===== src/rtl/spike_event_arbiter.sv =====
// Round-robin serialiser for single-cycle neuron spikes onto a valid/ready event bus.
// Spikes that arrive while their source still has an unserved event are counted as drops.
module spike_event_arbiter #(
    parameter int N_SOURCES    = 8,
    parameter int ID_WIDTH     = 3,
    parameter int CNT_WIDTH    = 8,
    parameter int NEURON_LEVEL = -1
) (
    input  logic                 clk,
    input  logic                 rst,
    input  logic [N_SOURCES-1:0] spike_in,
    output logic                 ev_valid,
    output logic [ID_WIDTH-1:0]  ev_id,
    input  logic                 ev_ready,
    output logic                 busy,
    output logic                 drop_pulse,
    output logic [CNT_WIDTH-1:0] drop_count
);

    localparam int PW = $clog2(N_SOURCES + 1);
    localparam int SW = CNT_WIDTH + PW;
    localparam logic [SW-1:0] CNT_MAX = {{PW{1'b0}}, {CNT_WIDTH{1'b1}}};

    // NEURON_LEVEL only tags the instance; -1 means "unassigned".
    if (N_SOURCES < 2 || (2 ** ID_WIDTH) < N_SOURCES || NEURON_LEVEL < -1) begin : g_param_check
        $error("spike_event_arbiter: illegal parameter set");
    end

    function automatic logic [PW-1:0] count_ones(input logic [N_SOURCES-1:0] v);
        logic [PW-1:0] c;
        c = {PW{1'b0}};
        for (int i = 0; i < N_SOURCES; i++) begin
            c = c + PW'(v[i]);
        end
        return c;
    endfunction

    logic [N_SOURCES-1:0] pending_r;
    logic [ID_WIDTH-1:0]  rr_ptr_r;

    logic                 load_s;
    logic                 found_s;
    logic                 grant_s;
    logic [ID_WIDTH-1:0]  winner_s;
    logic [ID_WIDTH:0]    cand_s;
    logic [N_SOURCES-1:0] grant_mask_s;
    logic [N_SOURCES-1:0] drop_vec_s;
    logic [N_SOURCES-1:0] pending_nxt_s;
    logic [PW-1:0]        drop_num_s;
    logic [SW-1:0]        cnt_sum_s;
    logic [CNT_WIDTH-1:0] drop_cnt_nxt_s;

    assign load_s = !ev_valid || ev_ready;
    assign busy   = (|pending_r) || ev_valid;

    // Round-robin scan starting one past the last granted source, wrapping at N_SOURCES.
    always_comb begin
        found_s  = 1'b0;
        winner_s = {ID_WIDTH{1'b0}};
        cand_s   = {(ID_WIDTH + 1){1'b0}};
        for (int k = 1; k <= N_SOURCES; k++) begin
            cand_s = {1'b0, rr_ptr_r} + (ID_WIDTH + 1)'(k);
            cand_s = (cand_s >= (ID_WIDTH + 1)'(N_SOURCES)) ? cand_s - (ID_WIDTH + 1)'(N_SOURCES) : cand_s;
            if (!found_s && pending_r[cand_s[ID_WIDTH-1:0]]) begin
                found_s  = 1'b1;
                winner_s = cand_s[ID_WIDTH-1:0];
            end else begin
                found_s  = found_s;
            end
        end
    end

    // Grant mask, pending update and drop detection; a re-spike on the granted source is a new event.
    always_comb begin
        grant_s      = load_s && found_s;
        grant_mask_s = {N_SOURCES{1'b0}};
        if (grant_s) begin
            grant_mask_s[winner_s] = 1'b1;
        end else begin
            grant_mask_s = {N_SOURCES{1'b0}};
        end
        drop_vec_s    = spike_in & pending_r & ~grant_mask_s;
        pending_nxt_s = (pending_r & ~grant_mask_s) | spike_in;
    end

    // Saturating drop counter next value.
    always_comb begin
        drop_num_s = count_ones(drop_vec_s);
        cnt_sum_s  = SW'(drop_count) + SW'(drop_num_s);
        if (cnt_sum_s > CNT_MAX) begin
            drop_cnt_nxt_s = {CNT_WIDTH{1'b1}};
        end else begin
            drop_cnt_nxt_s = cnt_sum_s[CNT_WIDTH-1:0];
        end
    end

    // State and registered outputs; the token holds while the consumer stalls.
    always_ff @(posedge clk) begin
        if (rst) begin
            pending_r  <= {N_SOURCES{1'b0}};
            rr_ptr_r   <= ID_WIDTH'(N_SOURCES - 1);
            ev_valid   <= 1'b0;
            ev_id      <= {ID_WIDTH{1'b0}};
            drop_pulse <= 1'b0;
            drop_count <= {CNT_WIDTH{1'b0}};
        end else begin
            pending_r  <= pending_nxt_s;
            drop_pulse <= |drop_vec_s;
            drop_count <= drop_cnt_nxt_s;
            if (grant_s) begin
                ev_valid <= 1'b1;
                ev_id    <= winner_s;
                rr_ptr_r <= winner_s;
            end else if (load_s) begin
                ev_valid <= 1'b0;
            end else begin
                ev_valid <= ev_valid;
            end
        end
    end

endmodule


===== config.mk =====
export PLATFORM = sky130hd
export DESIGN_NAME = spike_event_arbiter
export DESIGN_NICKNAME = d
export VERILOG_FILES = /design/src/rtl/spike_event_arbiter.sv
export SDC_FILE = /design/constraint.sdc
export NUM_CORES = 1
export LEC_CHECK = 0
export ABC_AREA = 1
export ABC_CLOCK_PERIOD_IN_PS = 14550
export CAP_MARGIN = 20
export CORE_MARGIN = 4
export CORE_UTILIZATION = 61
export DETAILED_ROUTE_END_ITERATION = 10
export GPL_TIMING_DRIVEN = 0
export PLACE_DENSITY_LB_ADDON = 0.25
export SLEW_MARGIN = 20
export SYNTH_ARGS = -nofsm -noshare
export SYNTH_HDL_FRONTEND = slang
export SYNTH_SLANG_ARGS = --single-unit

===== constraint.sdc =====
create_clock -name clk -period 14.55 [get_ports clk]
set_clock_uncertainty 0.2 [all_clocks]
set_input_delay 2.91 -clock clk [delete_from_list [all_inputs] [get_ports clk]]
set_output_delay 2.91 -clock clk [all_outputs]
set_load 0.05 [all_outputs]

==> report_table.html, run 1 <==
<table>
<tr><th>Metric</th><th>Value</th></tr>
<tr><th colspan="2">Layout</th></tr>
<tr><td>Most common cell after layout, fill and taps aside</td><td>nand2_1</td></tr>
<tr><td>Fill cell count</td><td>259</td></tr>
<tr><td>Final non-filler cell total</td><td>372</td></tr>
<tr><td>Most frequent cells in the layout</td><td>nand2_1 (67), inv_1 (39), nand3_1 (28)</td></tr>
<tr><td>Count of inserted antenna diode cells</td><td>0</td></tr>
<tr><td>Ratio of cells with drive above 1 in the final layout</td><td>0.162</td></tr>
<tr><td>Layout net count</td><td>353</td></tr>
<tr><td>Post-synthesis to final-layout area growth</td><td>15.9%</td></tr>
<tr><th colspan="2">Clock tree</th></tr>
<tr><td>Hold-fix buffers, CTS</td><td>0</td></tr>
<tr><td>Clock root cell</td><td>clkbuf_4</td></tr>
<tr><td>Post-CTS setup buffer count</td><td>0</td></tr>
<tr><td>Resized Gates After CTS</td><td>0</td></tr>
<tr><td>Sink count of the clock tree</td><td>24</td></tr>
<tr><td>Inserted Clock Buffers</td><td>3</td></tr>
<tr><td>Longest Clk Path Bufs</td><td>2</td></tr>
<tr><td>TritonCTS clock tree</td><td>done</td></tr>
<tr><td>Level count of the clock H-tree</td><td>1</td></tr>
<tr><td>Latest clock arrival within the worst-skew pair</td><td>0.31 ns</td></tr>
<tr><td>Clock transition at the registers of the reported paths</td><td>0.14 ns</td></tr>
<tr><th colspan="2">Synthesis</th></tr>
<tr><td>Syn Nets</td><td>324</td></tr>
<tr><td>Mapped Cells</td><td>300</td></tr>
<tr><td>Async set or reset register ratio after synthesis</td><td>0</td></tr>
<tr><td>Netlist cell types</td><td>39</td></tr>
<tr><td>Average cell area after synthesis</td><td>6.96 sq um</td></tr>
<tr><td>Fraction of the yosys area taken by sequential cells</td><td>0.230</td></tr>
<tr><td>Ys Warns</td><td>0</td></tr>
<tr><td>Flip-flop cell with the highest count after synthesis</td><td>dfxtp_1</td></tr>
<tr><td>EDFF count, synth</td><td>0</td></tr>
<tr><td>Flip-flop and latch count after synthesis</td><td>24</td></tr>
<tr><td>Area of the mapped netlist</td><td>2090 sq um</td></tr>
<tr><th colspan="2">Drt</th></tr>
<tr><td>Post-detailed-route via-to-cell ratio</td><td>5.42</td></tr>
<tr><td>Final ANT Viol Nets</td><td>0</td></tr>
<tr><td>Iteration-0 DRC count of the detailed router</td><td>123</td></tr>
<tr><td>Final wirelength</td><td>4630 um</td></tr>
<tr><td>First-pass detailed-route iteration total</td><td>4</td></tr>
<tr><td>Post-detailed-route wirelength per cell</td><td>12.4 um</td></tr>
<tr><td>Routed vias</td><td>2016</td></tr>
<tr><td>Remaining DRCs</td><td>0</td></tr>
<tr><th colspan="2">Place</th></tr>
<tr><td>Post-placement setup slack</td><td>6.20 ns</td></tr>
<tr><td>Total of buffers placed on input and output ports</td><td>24</td></tr>
<tr><td>Gp weighted congestion</td><td>0.932</td></tr>
<tr><td>Number of placed cells counting well taps</td><td>368</td></tr>
<tr><td>Half-perimeter wire length after placement</td><td>3750 um</td></tr>
<tr><th colspan="2">Timing</th></tr>
<tr><td>Highest attainable clock frequency</td><td>124 MHz</td></tr>
<tr><td>Unrepaired setup endpoints after global routing</td><td>false</td></tr>
<tr><td>Final worst path period need</td><td>8.04 ns</td></tr>
<tr><td>Slew at the pin closest to its max-slew limit</td><td>0.711 ns</td></tr>
<tr><td>Post-Route Setup TNS</td><td>0 ns</td></tr>
<tr><td>Setup violation total in the final timing report</td><td>0</td></tr>
<tr><td>Relative slew margins</td><td>0.526</td></tr>
<tr><td>Final Worst Setup Slack</td><td>6.51 ns</td></tr>
<tr><td>Count of final max-slew check failures</td><td>0</td></tr>
<tr><td>Period Utilization, post-route</td><td>0.553</td></tr>
<tr><td>Endpoints failing hold</td><td>0</td></tr>
<tr><th colspan="2">Setup path</th></tr>
<tr><td>CP Launch Point</td><td>ev_ready</td></tr>
<tr><td>Kind of launch point of the worst setup path</td><td>primary input</td></tr>
<tr><td>Endpoint kind of the worst setup timing path</td><td>flip-flop</td></tr>
<tr><td>Maximum net fanout on the critical path</td><td>9</td></tr>
<tr><td>Type of the worst setup path</td><td>primary input to flip-flop</td></tr>
<tr><td>Startpoint of the lowest-slack register-to-register path</td><td>rr_ptr_r[1]</td></tr>
<tr><td>WP data required</td><td>14.60 ns</td></tr>
<tr><td>Data arrival time of the critical path</td><td>8.09 ns</td></tr>
<tr><th colspan="2">Global route</th></tr>
<tr><td>Initial antenna violation count</td><td>0</td></tr>
<tr><td>Most utilized layer in the global route result</td><td>met2</td></tr>
<tr><td>Met1 usage</td><td>0.275</td></tr>
<tr><td>Tot GR Track Use</td><td>0.229</td></tr>
<tr><td>Via count of the first global-routing pass</td><td>1943</td></tr>
<tr><td>Maximum number of pins on one net before global-route repair</td><td>14</td></tr>
<tr><td>Global route total overflow</td><td>0</td></tr>
<tr><td>Met2 usage</td><td>0.414</td></tr>
<tr><td>Global Route met3 Usage</td><td>0.0320</td></tr>
<tr><td>Global-route wire length before repair</td><td>8070 um</td></tr>
<tr><th colspan="2">Floorplan</th></tr>
<tr><td>Initial cell density of the core</td><td>0.662</td></tr>
<tr><td>Horizontal extent of the die</td><td>66.5 um</td></tr>
<tr><td>Count of pins on the block boundary</td><td>25</td></tr>
<tr><td>Vert. Die Dim</td><td>66.5 um</td></tr>
<tr><td>Placeable core region</td><td>3150 sq um</td></tr>
<tr><td>Row count</td><td>20</td></tr>
<tr><td>Total die area</td><td>4420 sq um</td></tr>
<tr><th colspan="2">Hold path</th></tr>
<tr><td>Start point of the worst hold path</td><td>ev_id[1]</td></tr>
<tr><td>Class of the tightest hold or removal check</td><td>flip-flop to flip-flop</td></tr>
<tr><th colspan="2">Run</th></tr>
<tr><td>Reported max-cap violation count</td><td>0</td></tr>
<tr><th colspan="2">Outcome</th></tr>
<tr><td>Run status</td><td>complete, no violations</td></tr>
</table>
[sequential cells by signal (all words and copies together), names as in the netlist]
register / count
drop_count: 8
pending_r: 8
ev_id: 3
rr_ptr_r: 3
drop_pulse: 1
ev_valid: 1
[metal layers]
metal	wire length (um)	share of wire
met4	85	0.018
met5	0	0
met3	217	0.047
met1	2010	0.44
met2	2310	0.50
[worst paths after layout]
check / cells after the start / slack [ns] / end
setup / recovery: 22 / 6.51 / drop_count[0]
hold / removal: 2 / 0.27 / ev_id[1]
setup reg to reg: 30 / 7.98 / drop_count[0]
hold reg to reg: 2 / 0.27 / ev_id[1]
[critical path: stages]
cell and delay, ns:
clkdlybuf4s50_1 0.46, inv_1 0.05, a21oi_1 0.58, inv_1 0.20, a21oi_2 0.24, nand2_1 0.12, nand2_1 0.11, inv_1 0.07
fa_1 0.50, inv_1 0.06, fa_1 0.54, inv_1 0.06, fa_1 0.56, fa_1 0.21, inv_1 0.06, fa_1 0.40
inv_1 0.07, a31oi_1 0.11, nor3_1 0.28, and2_1 0.20, nand2_1 0.16, a21oi_1 0.17
[cell type report]
| type | instances | area [sq um] | share of cell area |
|---|---|---|---|
| clock buffer | 4 | 36.3 | 0.0150 |
| sequential | 24 | 480 | 0.199 |
| tap | 44 | 55.1 | 0.0228 |
| timing repair buffer | 24 | 240 | 0.0993 |
| inverter | 47 | 176 | 0.0729 |
| multi-input combinational | 222 | 1380 | 0.572 |
| buffer | 7 | 47.5 | 0.0197 |
[kinds of logic (layout without fill, tap and decap cells)]
group,after synthesis,after routing,share of synthesized area
AND/OR/NAND/NOR,157,157,0.406
buffers and inverters,54,82,0.107
AO/OA/AOI/OAI,45,45,0.127
flip-flops,24,24,0.230
adder cells (fa/ha/maj),13,13,0.0959
XOR/XNOR,7,7,0.0330
[synthesized netlist by cell type (2+ instances only)]
cell type,count,share of area
nand2_2,9,0.027
o211ai_1,3,0.011
inv_2,7,0.013
and2_1,2,0.0060
fa_1,5,0.048
nor3_1,3,0.0072
a21oi_1,24,0.058
o21bai_1,3,0.011
nand3_1,28,0.067
nand3_2,17,0.082
ha_1,8,0.048
o21ai_0,9,0.022
xnor2_1,2,0.0084
nor4_1,2,0.0060
nand2_1,67,0.12
clkbuf_1,2,0.0036
nor2_1,19,0.034
dfxtp_1,24,0.23
buf_2,2,0.0048
buf_6,2,0.011
inv_1,39,0.070
nand4_1,3,0.0090
xor2_1,4,0.017
[stage by stage]
step	hold slack (ns)	utilization	area, sq um
floorplan	0.288	-	2090
global placement	0.259	0.756	2380
detailed placement	0.257	0.756	2380
CTS	0.276	0.767	2420
global route	0.314	0.767	2420
finish	0.274	0.767	2420
Power of run 1 is left out: the tool's default activity adds up to more than one toggle a clock period on the data nets, which glitch-free logic cannot reach.
==> inputs of run 2 (changes only) <==
--- a/config.mk
+++ b/config.mk
@@ -6,10 +6,10 @@
 export NUM_CORES = 1
 export LEC_CHECK = 0
 export ABC_AREA = 1
-export ABC_CLOCK_PERIOD_IN_PS = 14550
+export ABC_CLOCK_PERIOD_IN_PS = 6500
 export CAP_MARGIN = 20
 export CORE_MARGIN = 4
-export CORE_UTILIZATION = 61
+export CORE_UTILIZATION = 51
 export DETAILED_ROUTE_END_ITERATION = 10
 export GPL_TIMING_DRIVEN = 0
 export PLACE_DENSITY_LB_ADDON = 0.25
==> constraint.sdc (replaced) <==
create_clock -name clk -period 6.5 [get_ports clk]
set_clock_uncertainty 0.2 [all_clocks]
set_input_delay 1.3 -clock clk [delete_from_list [all_inputs] [get_ports clk]]
set_output_delay 1.3 -clock clk [all_outputs]
set_load 0.05 [all_outputs]
==> run 2 against run 1 <==
- non-clock buffer count increased by 2
- design area up 6.1%
- die area up 17%
- critical path type is now flip-flop to flip-flop
- highest routed layer unchanged
==> report_table.html, run 2 (synthesis gave the netlist of run 1 again) <==
<table>
<tr><th>Metric</th><th>Value</th></tr>
<tr><th colspan="2">Global route</th></tr>
<tr><td>Via count of the first global-routing pass</td><td>1932 (-0.57%)</td></tr>
<tr><td>Tot GR Track Use</td><td>0.201 (-0.0285)</td></tr>
<tr><td>Initial antenna violation count</td><td>0 (unchanged)</td></tr>
<tr><td>Global route total overflow</td><td>0 (unchanged)</td></tr>
<tr><td>Maximum number of pins on one net before global-route repair</td><td>14 (unchanged)</td></tr>
<tr><td>Global-route wire length before repair</td><td>8320 um (+3.2%)</td></tr>
<tr><th colspan="2">Floorplan</th></tr>
<tr><td>Count of pins on the block boundary</td><td>25 (unchanged)</td></tr>
<tr><td>Total die area</td><td>5180 sq um (+17%)</td></tr>
<tr><td>Horizontal extent of the die</td><td>72.0 um (+8.2%)</td></tr>
<tr><td>Initial cell density of the core</td><td>0.549 (-0.112)</td></tr>
<tr><td>Row count</td><td>22 (+10%)</td></tr>
<tr><td>Placeable core region</td><td>3800 sq um (+20%)</td></tr>
<tr><td>Vert. Die Dim</td><td>72.0 um (+8.2%)</td></tr>
<tr><th colspan="2">Place</th></tr>
<tr><td>Instance area after placement</td><td>2390 sq um (+0.21%)</td></tr>
<tr><td>Total of buffers placed on input and output ports</td><td>24 (unchanged)</td></tr>
<tr><td>Half-perimeter wire length after placement</td><td>3880 um (+3.6%)</td></tr>
<tr><td>Post-placement setup slack</td><td>-0.255 ns (-6.46 ns)</td></tr>
<tr><td>Number of placed cells counting well taps</td><td>372 (+1.1%)</td></tr>
<tr><td>Gp weighted congestion</td><td>0.882 (-5.3%)</td></tr>
<tr><th colspan="2">Setup path</th></tr>
<tr><td>Endpoint kind of the worst setup timing path</td><td>flip-flop</td></tr>
<tr><td>Kind of launch point of the worst setup path</td><td>flip-flop</td></tr>
<tr><td>Type of the worst setup path</td><td>flip-flop to flip-flop</td></tr>
<tr><td>Cell type group with the largest total delay on the critical path</td><td>adder cells</td></tr>
<tr><td>Cell with the biggest individual delay on the critical path</td><td>fa_1</td></tr>
<tr><td>Stage delay of the slowest cell on the critical path</td><td>0.59 ns (about the same)</td></tr>
<tr><td>Data arrival time of the critical path</td><td>6.24 ns (-1.85 ns)</td></tr>
<tr><td>Maximum net fanout on the critical path</td><td>10 (+1)</td></tr>
<tr><td>Number of buffer and inverter instances along the worst setup path</td><td>11 (+3)</td></tr>
<tr><td>WP data required</td><td>6.51 ns (-8.09 ns)</td></tr>
<tr><th colspan="2">Drt</th></tr>
<tr><td>Remaining DRCs</td><td>0 (unchanged)</td></tr>
<tr><td>Final wirelength</td><td>5060 um (+9.4%)</td></tr>
<tr><td>First-pass detailed-route iteration total</td><td>4 (unchanged)</td></tr>
<tr><td>Post-detailed-route wirelength per cell</td><td>13.4 um (+7.7%)</td></tr>
<tr><td>Final ANT Viol Nets</td><td>0 (unchanged)</td></tr>
<tr><td>Iteration-0 DRC count of the detailed router</td><td>171 (+39%)</td></tr>
<tr><td>Routed vias</td><td>2004 (-0.60%)</td></tr>
<tr><td>Post-detailed-route via-to-cell ratio</td><td>5.30 (-2.2%)</td></tr>
<tr><th colspan="2">Timing</th></tr>
<tr><td>Highest attainable clock frequency</td><td>161 MHz</td></tr>
<tr><td>Endpoints failing hold</td><td>0 (unchanged)</td></tr>
<tr><td>Count of final max-slew check failures</td><td>0 (unchanged)</td></tr>
<tr><td>Setup violation total in the final timing report</td><td>0 (unchanged)</td></tr>
<tr><td>Final worst path period need</td><td>6.23 ns</td></tr>
<tr><td>Final Worst Setup Slack</td><td>0.273 ns (-6.24 ns)</td></tr>
<tr><td>Post-Route Setup TNS</td><td>0 ns (unchanged)</td></tr>
<tr><td>Slew at the pin closest to its max-slew limit</td><td>0.600 ns (-0.111 ns)</td></tr>
<tr><td>Relative slew margins</td><td>0.600 (+0.0742)</td></tr>
<tr><td>Period Utilization, post-route</td><td>0.958</td></tr>
<tr><th colspan="2">Outcome</th></tr>
<tr><td>Run status</td><td>complete, no violations</td></tr>
<tr><th colspan="2">Clock tree</th></tr>
<tr><td>Sink count of the clock tree</td><td>24 (unchanged)</td></tr>
<tr><td>Longest Clk Path Bufs</td><td>2 (unchanged)</td></tr>
<tr><td>Clock root cell</td><td>clkbuf_8</td></tr>
<tr><td>Inserted Clock Buffers</td><td>3 (unchanged)</td></tr>
<tr><td>Level count of the clock H-tree</td><td>1 (unchanged)</td></tr>
<tr><td>Latest clock arrival within the worst-skew pair</td><td>0.28 ns (-0.03 ns)</td></tr>
<tr><td>Clock transition at the registers of the reported paths</td><td>0.10 ns (-0.04 ns)</td></tr>
<tr><td>Hold-fix buffers, CTS</td><td>0 (unchanged)</td></tr>
<tr><td>TritonCTS clock tree</td><td>done</td></tr>
<tr><th colspan="2">Layout</th></tr>
<tr><td>Post-synthesis to final-layout area growth</td><td>23.0%</td></tr>
<tr><td>Count of inserted antenna diode cells</td><td>0 (unchanged)</td></tr>
<tr><td>Most common cell after layout, fill and taps aside</td><td>nand2_1</td></tr>
<tr><td>Ratio of cells with drive above 1 in the final layout</td><td>0.227 (+0.0657)</td></tr>
<tr><td>Layout net count</td><td>355 (+0.57%)</td></tr>
<tr><td>Most frequent cells in the layout</td><td>nand2_1 (66), inv_1 (39), nand3_1 (25), clkdlybuf4s50_1 (24), dfxtp_1 (23)</td></tr>
<tr><td>Final non-filler cell total</td><td>378 (+1.6%)</td></tr>
<tr><td>Registers with the highest flip-flop counts</td><td>drop_count: 8 flops, pending_r: 8 flops</td></tr>
<tr><td>Area of all placed cells without fillers</td><td>2570 sq um (+6.1%)</td></tr>
<tr><th colspan="2">Hold path</th></tr>
<tr><td>Class of the tightest hold or removal check</td><td>flip-flop to flip-flop</td></tr>
<tr><th colspan="2">Run</th></tr>
<tr><td>Reported max-cap violation count</td><td>0 (unchanged)</td></tr>
</table>
==> run 2: final timing paths <==
| check | from | end | slack, ns | cells after the start |
|---|---|---|---|---|
| hold / removal | ev_id[1] | ev_id[1] | 0.27 | 2 |
| setup reg to reg | rr_ptr_r[0] | drop_count[3] | 0.27 | 34 |
| hold reg to reg | ev_id[1] | ev_id[1] | 0.27 | 2 |
| setup / recovery | rr_ptr_r[0] | drop_count[3] | 0.27 | 34 |
==> run 2: stage by stage <==
| step | utilization | hold slack, ns |
|---|---|---|
| global route | 0.676 | 0.298 |
| floorplan | - | 0.288 |
| CTS | 0.644 | 0.273 |
| detailed placement | 0.628 | 0.260 |
| finish | 0.676 | 0.272 |
| global placement | 0.628 | 0.262 |
==> run 2: worst register-to-register path: cells and delay by family, from the launching register on <==
family | cells | cell delay, ns
buffers and inverters | 11 | 1.01
AOI/OAI and AO/OA | 2 | 0.27
DFF | 1 | 0.34
and+or+nand+nor | 15 | 1.85
adders and majority gates | 6 | 2.50
==> run 2: final cells by class <==
type | count | area (sq um)
Fill cell | 324 | 1230
Buffer | 7 | 56.3
Timing Repair Buffer | 26 | 255
Sequential cell | 24 | 482
Tap cell | 48 | 60.1
Inverter | 47 | 180
Multi-Input combinational cell | 222 | 1480
Clock buffer | 4 | 55.1
==> run 2: per-layer routing <==
layer  wire, um  track usage  up-vias
li1           -            -     1037
met1       2350        0.260      907
met2       2400        0.334       49
met3        230       0.0374       11
met4         91       0.0710        0
met5          0            0        -
==> run 2: timing repair <==
item | CTS | global route
resized for setup | 1 | 28
setup buffers | 0 | 2
endpoints found under the hold margin | 0 | 0
endpoints found under the setup margin | 6 | 8
pin swaps | 0 | 5
Power of run 2 is left out for the same reason.
==> inputs of run 3 (changes only) <==
--- a/config.mk
+++ b/config.mk
@@ -9,7 +9,7 @@
 export ABC_CLOCK_PERIOD_IN_PS = 6500
 export CAP_MARGIN = 20
 export CORE_MARGIN = 4
-export CORE_UTILIZATION = 51
+export CORE_UTILIZATION = 46
 export DETAILED_ROUTE_END_ITERATION = 10
 export GPL_TIMING_DRIVEN = 0
 export PLACE_DENSITY_LB_ADDON = 0.25
==> run 3 against run 2 <==
- global-route usage decreased by 0.58 points
- sequential cell count unchanged
- fmax about the same
- hold slack got worse by 0.0011 ns
- critical endpoint is now drop_count[5]
==> report_table.html, run 3 (synthesis gave the netlist of run 1 again) <==
<table>
<tr><th>Metric</th><th>Value</th></tr>
<tr><th colspan="2">Layout</th></tr>
<tr><td>Ratio of cells with drive above 1 in the final layout</td><td>0.221 (-0.00673)</td></tr>
<tr><td>Most common cell after layout, fill and taps aside</td><td>nand2_1</td></tr>
<tr><td>Fill cell count</td><td>424 (+31%)</td></tr>
<tr><td>Layout net count</td><td>356 (+0.28%)</td></tr>
<tr><td>Count of inserted antenna diode cells</td><td>0 (unchanged)</td></tr>
<tr><td>Post-synthesis to final-layout area growth</td><td>22.7%</td></tr>
<tr><td>Most frequent cells in the layout</td><td>nand2_1 (66), inv_1 (39), nand3_1 (27), dfxtp_1 (24), clkdlybuf4s50_1 (24)</td></tr>
<tr><td>Registers with the highest flip-flop counts</td><td>drop_count: 8 flops, pending_r: 8 flops</td></tr>
<tr><th colspan="2">Hold path</th></tr>
<tr><td>Worst hold path depth</td><td>2 (unchanged)</td></tr>
<tr><td>Class of the tightest hold or removal check</td><td>flip-flop to flip-flop</td></tr>
<tr><td>Worst hold endpoint</td><td>ev_id[1]</td></tr>
<tr><td>Start point of the worst hold path</td><td>ev_id[1]</td></tr>
<tr><th colspan="2">Place</th></tr>
<tr><td>Total of buffers placed on input and output ports</td><td>24 (unchanged)</td></tr>
<tr><td>Half-perimeter wire length after placement</td><td>3990 um (+2.7%)</td></tr>
<tr><td>Gp weighted congestion</td><td>0.861 (-2.4%)</td></tr>
<tr><th colspan="2">Outcome</th></tr>
<tr><td>Run status</td><td>complete, no violations</td></tr>
<tr><th colspan="2">Clock tree</th></tr>
<tr><td>Clock root cell</td><td>clkbuf_8</td></tr>
<tr><td>Inserted Clock Buffers</td><td>3 (unchanged)</td></tr>
<tr><td>Clock transition at the registers of the reported paths</td><td>0.08 ns (-0.02 ns)</td></tr>
<tr><td>Sink count of the clock tree</td><td>24 (unchanged)</td></tr>
<tr><td>Latest clock arrival within the worst-skew pair</td><td>0.27 ns (about the same)</td></tr>
<tr><td>Longest Clk Path Bufs</td><td>2 (unchanged)</td></tr>
<tr><td>Hold-fix buffers, CTS</td><td>0 (unchanged)</td></tr>
<tr><td>TritonCTS clock tree</td><td>done</td></tr>
<tr><td>Level count of the clock H-tree</td><td>1 (unchanged)</td></tr>
<tr><th colspan="2">Timing</th></tr>
<tr><td>Slew at the pin closest to its max-slew limit</td><td>0.579 ns (-0.0206 ns)</td></tr>
<tr><td>Relative slew margins</td><td>0.614 (+0.0137)</td></tr>
<tr><td>Highest attainable clock frequency</td><td>161 MHz (about the same)</td></tr>
<tr><td>Setup violation total in the final timing report</td><td>0 (unchanged)</td></tr>
<tr><td>Post-route worst hold slack</td><td>0.271 ns (-0.00113 ns)</td></tr>
<tr><td>Count of final max-slew check failures</td><td>0 (unchanged)</td></tr>
<tr><td>Final worst path period need</td><td>6.22 ns (-0.00591 ns)</td></tr>
<tr><td>Period Utilization, post-route</td><td>0.957 (about the same)</td></tr>
<tr><td>Endpoints failing hold</td><td>0 (unchanged)</td></tr>
<tr><th colspan="2">Setup path</th></tr>
<tr><td>Register-to-register path setup slack</td><td>0.28 ns (about the same)</td></tr>
<tr><td>WP data required</td><td>6.50 ns (about the same)</td></tr>
<tr><td>Cell with the biggest individual delay on the critical path</td><td>fa_1</td></tr>
<tr><td>Stage delay of the slowest cell on the critical path</td><td>0.56 ns (-0.03 ns)</td></tr>
<tr><td>Endpoint kind of the worst setup timing path</td><td>flip-flop</td></tr>
<tr><td>Reg2Reg Depth</td><td>33 (-2.9%)</td></tr>
<tr><td>Kind of launch point of the worst setup path</td><td>flip-flop</td></tr>
<tr><td>Maximum net fanout on the critical path</td><td>10 (unchanged)</td></tr>
<tr><td>Data arrival time of the critical path</td><td>6.22 ns (-0.02 ns)</td></tr>
<tr><td>Startpoint of the lowest-slack register-to-register path</td><td>rr_ptr_r[0]</td></tr>
<tr><td>Worst r2r dst</td><td>drop_count[5]</td></tr>
<tr><td>Type of the worst setup path</td><td>flip-flop to flip-flop</td></tr>
<tr><th colspan="2">Global route</th></tr>
<tr><td>Global route total overflow</td><td>0 (unchanged)</td></tr>
<tr><td>Initial antenna violation count</td><td>0 (unchanged)</td></tr>
<tr><td>Via count of the first global-routing pass</td><td>1969 (+1.9%)</td></tr>
<tr><td>Global-route wire length before repair</td><td>8620 um (+3.6%)</td></tr>
<tr><td>Maximum number of pins on one net before global-route repair</td><td>14 (unchanged)</td></tr>
<tr><td>Tot GR Track Use</td><td>0.195 (-0.00582)</td></tr>
<tr><th colspan="2">Drt</th></tr>
<tr><td>Final wirelength</td><td>5080 um (+0.30%)</td></tr>
<tr><td>First-pass detailed-route iteration total</td><td>4 (unchanged)</td></tr>
<tr><td>Remaining DRCs</td><td>0 (unchanged)</td></tr>
<tr><td>Iteration-0 DRC count of the detailed router</td><td>113 (-34%)</td></tr>
<tr><td>Final ANT Viol Nets</td><td>0 (unchanged)</td></tr>
<tr><td>Post-detailed-route wirelength per cell</td><td>13.3 um (-1.0%)</td></tr>
<tr><td>Routed vias</td><td>2003 (-0.050%)</td></tr>
<tr><td>Post-detailed-route via-to-cell ratio</td><td>5.23 (-1.4%)</td></tr>
<tr><th colspan="2">Floorplan</th></tr>
<tr><td>Vert. Die Dim</td><td>75.4 um (+4.7%)</td></tr>
<tr><td>Row count</td><td>24 (+9.1%)</td></tr>
<tr><td>Total die area</td><td>5680 sq um (+9.6%)</td></tr>
<tr><td>Count of pins on the block boundary</td><td>25 (unchanged)</td></tr>
<tr><td>Placeable core region</td><td>4380 sq um (+15%)</td></tr>
<tr><td>Initial cell density of the core</td><td>0.476 (-0.0734)</td></tr>
<tr><td>Horizontal extent of the die</td><td>75.4 um (+4.7%)</td></tr>
<tr><th colspan="2">Run</th></tr>
<tr><td>Reported max-cap violation count</td><td>0 (unchanged)</td></tr>
</table>
run 3: stage by stage:
stage,instance area [sq um],setup TNS (ns),setup slack (ns),std cells,utilization
4_1_cts,2450,0,0.0989,380,0.560
6_report,2560,0,0.279,383,0.584
2_1_floorplan,2090,0,0.766,300,-
5_1_grt,2560,-0.354,-0.0616,383,0.584
3_5_place_dp,2390,-1.02,-0.194,376,0.546
3_3_place_gp,2390,-1.06,-0.188,376,0.546
run 3: per-layer routing:
layer  vias to the layer above  track usage  part of all wire
li1                       1041            -                 -
met1                       902        0.259              0.45
met2                        51        0.332              0.49
met3                         9       0.0356             0.047
met4                         0       0.0369             0.015
met5                         -            0                 0
run 3: repair_timing:
item	4_1_cts	5_1_grt
gates resized for setup	2	22
hold endpoints to repair	0	0
pin swaps	0	6
setup buffers	0	3
cloned	0	0
endpoints found under the setup margin	6	8
run 3: cell type report:
| type | instances | area (sq um) | share of cell area |
|---|---|---|---|
| Sequential cell | 24 | 480 | 0.188 |
| Multi-Input combinational cell | 222 | 1470 | 0.573 |
| Timing Repair Buffer | 27 | 263 | 0.103 |
| Tap cell | 52 | 65.1 | 0.0254 |
| Inverter | 47 | 179 | 0.0699 |
| Clock buffer | 4 | 55.1 | 0.0215 |
| Buffer | 7 | 52.6 | 0.0205 |
run 3: worst max path at each step:
stage	from	end	depth (start not counted)
after floorplan	rr_ptr_r[0]	drop_count[1]	34
after global placement	ev_ready	drop_count[5]	22
after detailed placement	ev_ready	drop_count[5]	22
after CTS	rr_ptr_r[1]	drop_count[5]	29
after global routing	rr_ptr_r[0]	drop_count[5]	33
final	rr_ptr_r[0]	drop_count[5]	33
run 3: worst max-delay path, delay by kind of cell (launching register included):
family | cells | cell delay, ns
DFF | 1 | 0.36
buffers and inverters | 10 | 0.97
AOI/OAI and AO/OA | 3 | 0.47
adders and majority gates | 6 | 2.45
and+or+nand+nor | 14 | 1.69
Power of run 3 is left out for the same reason.
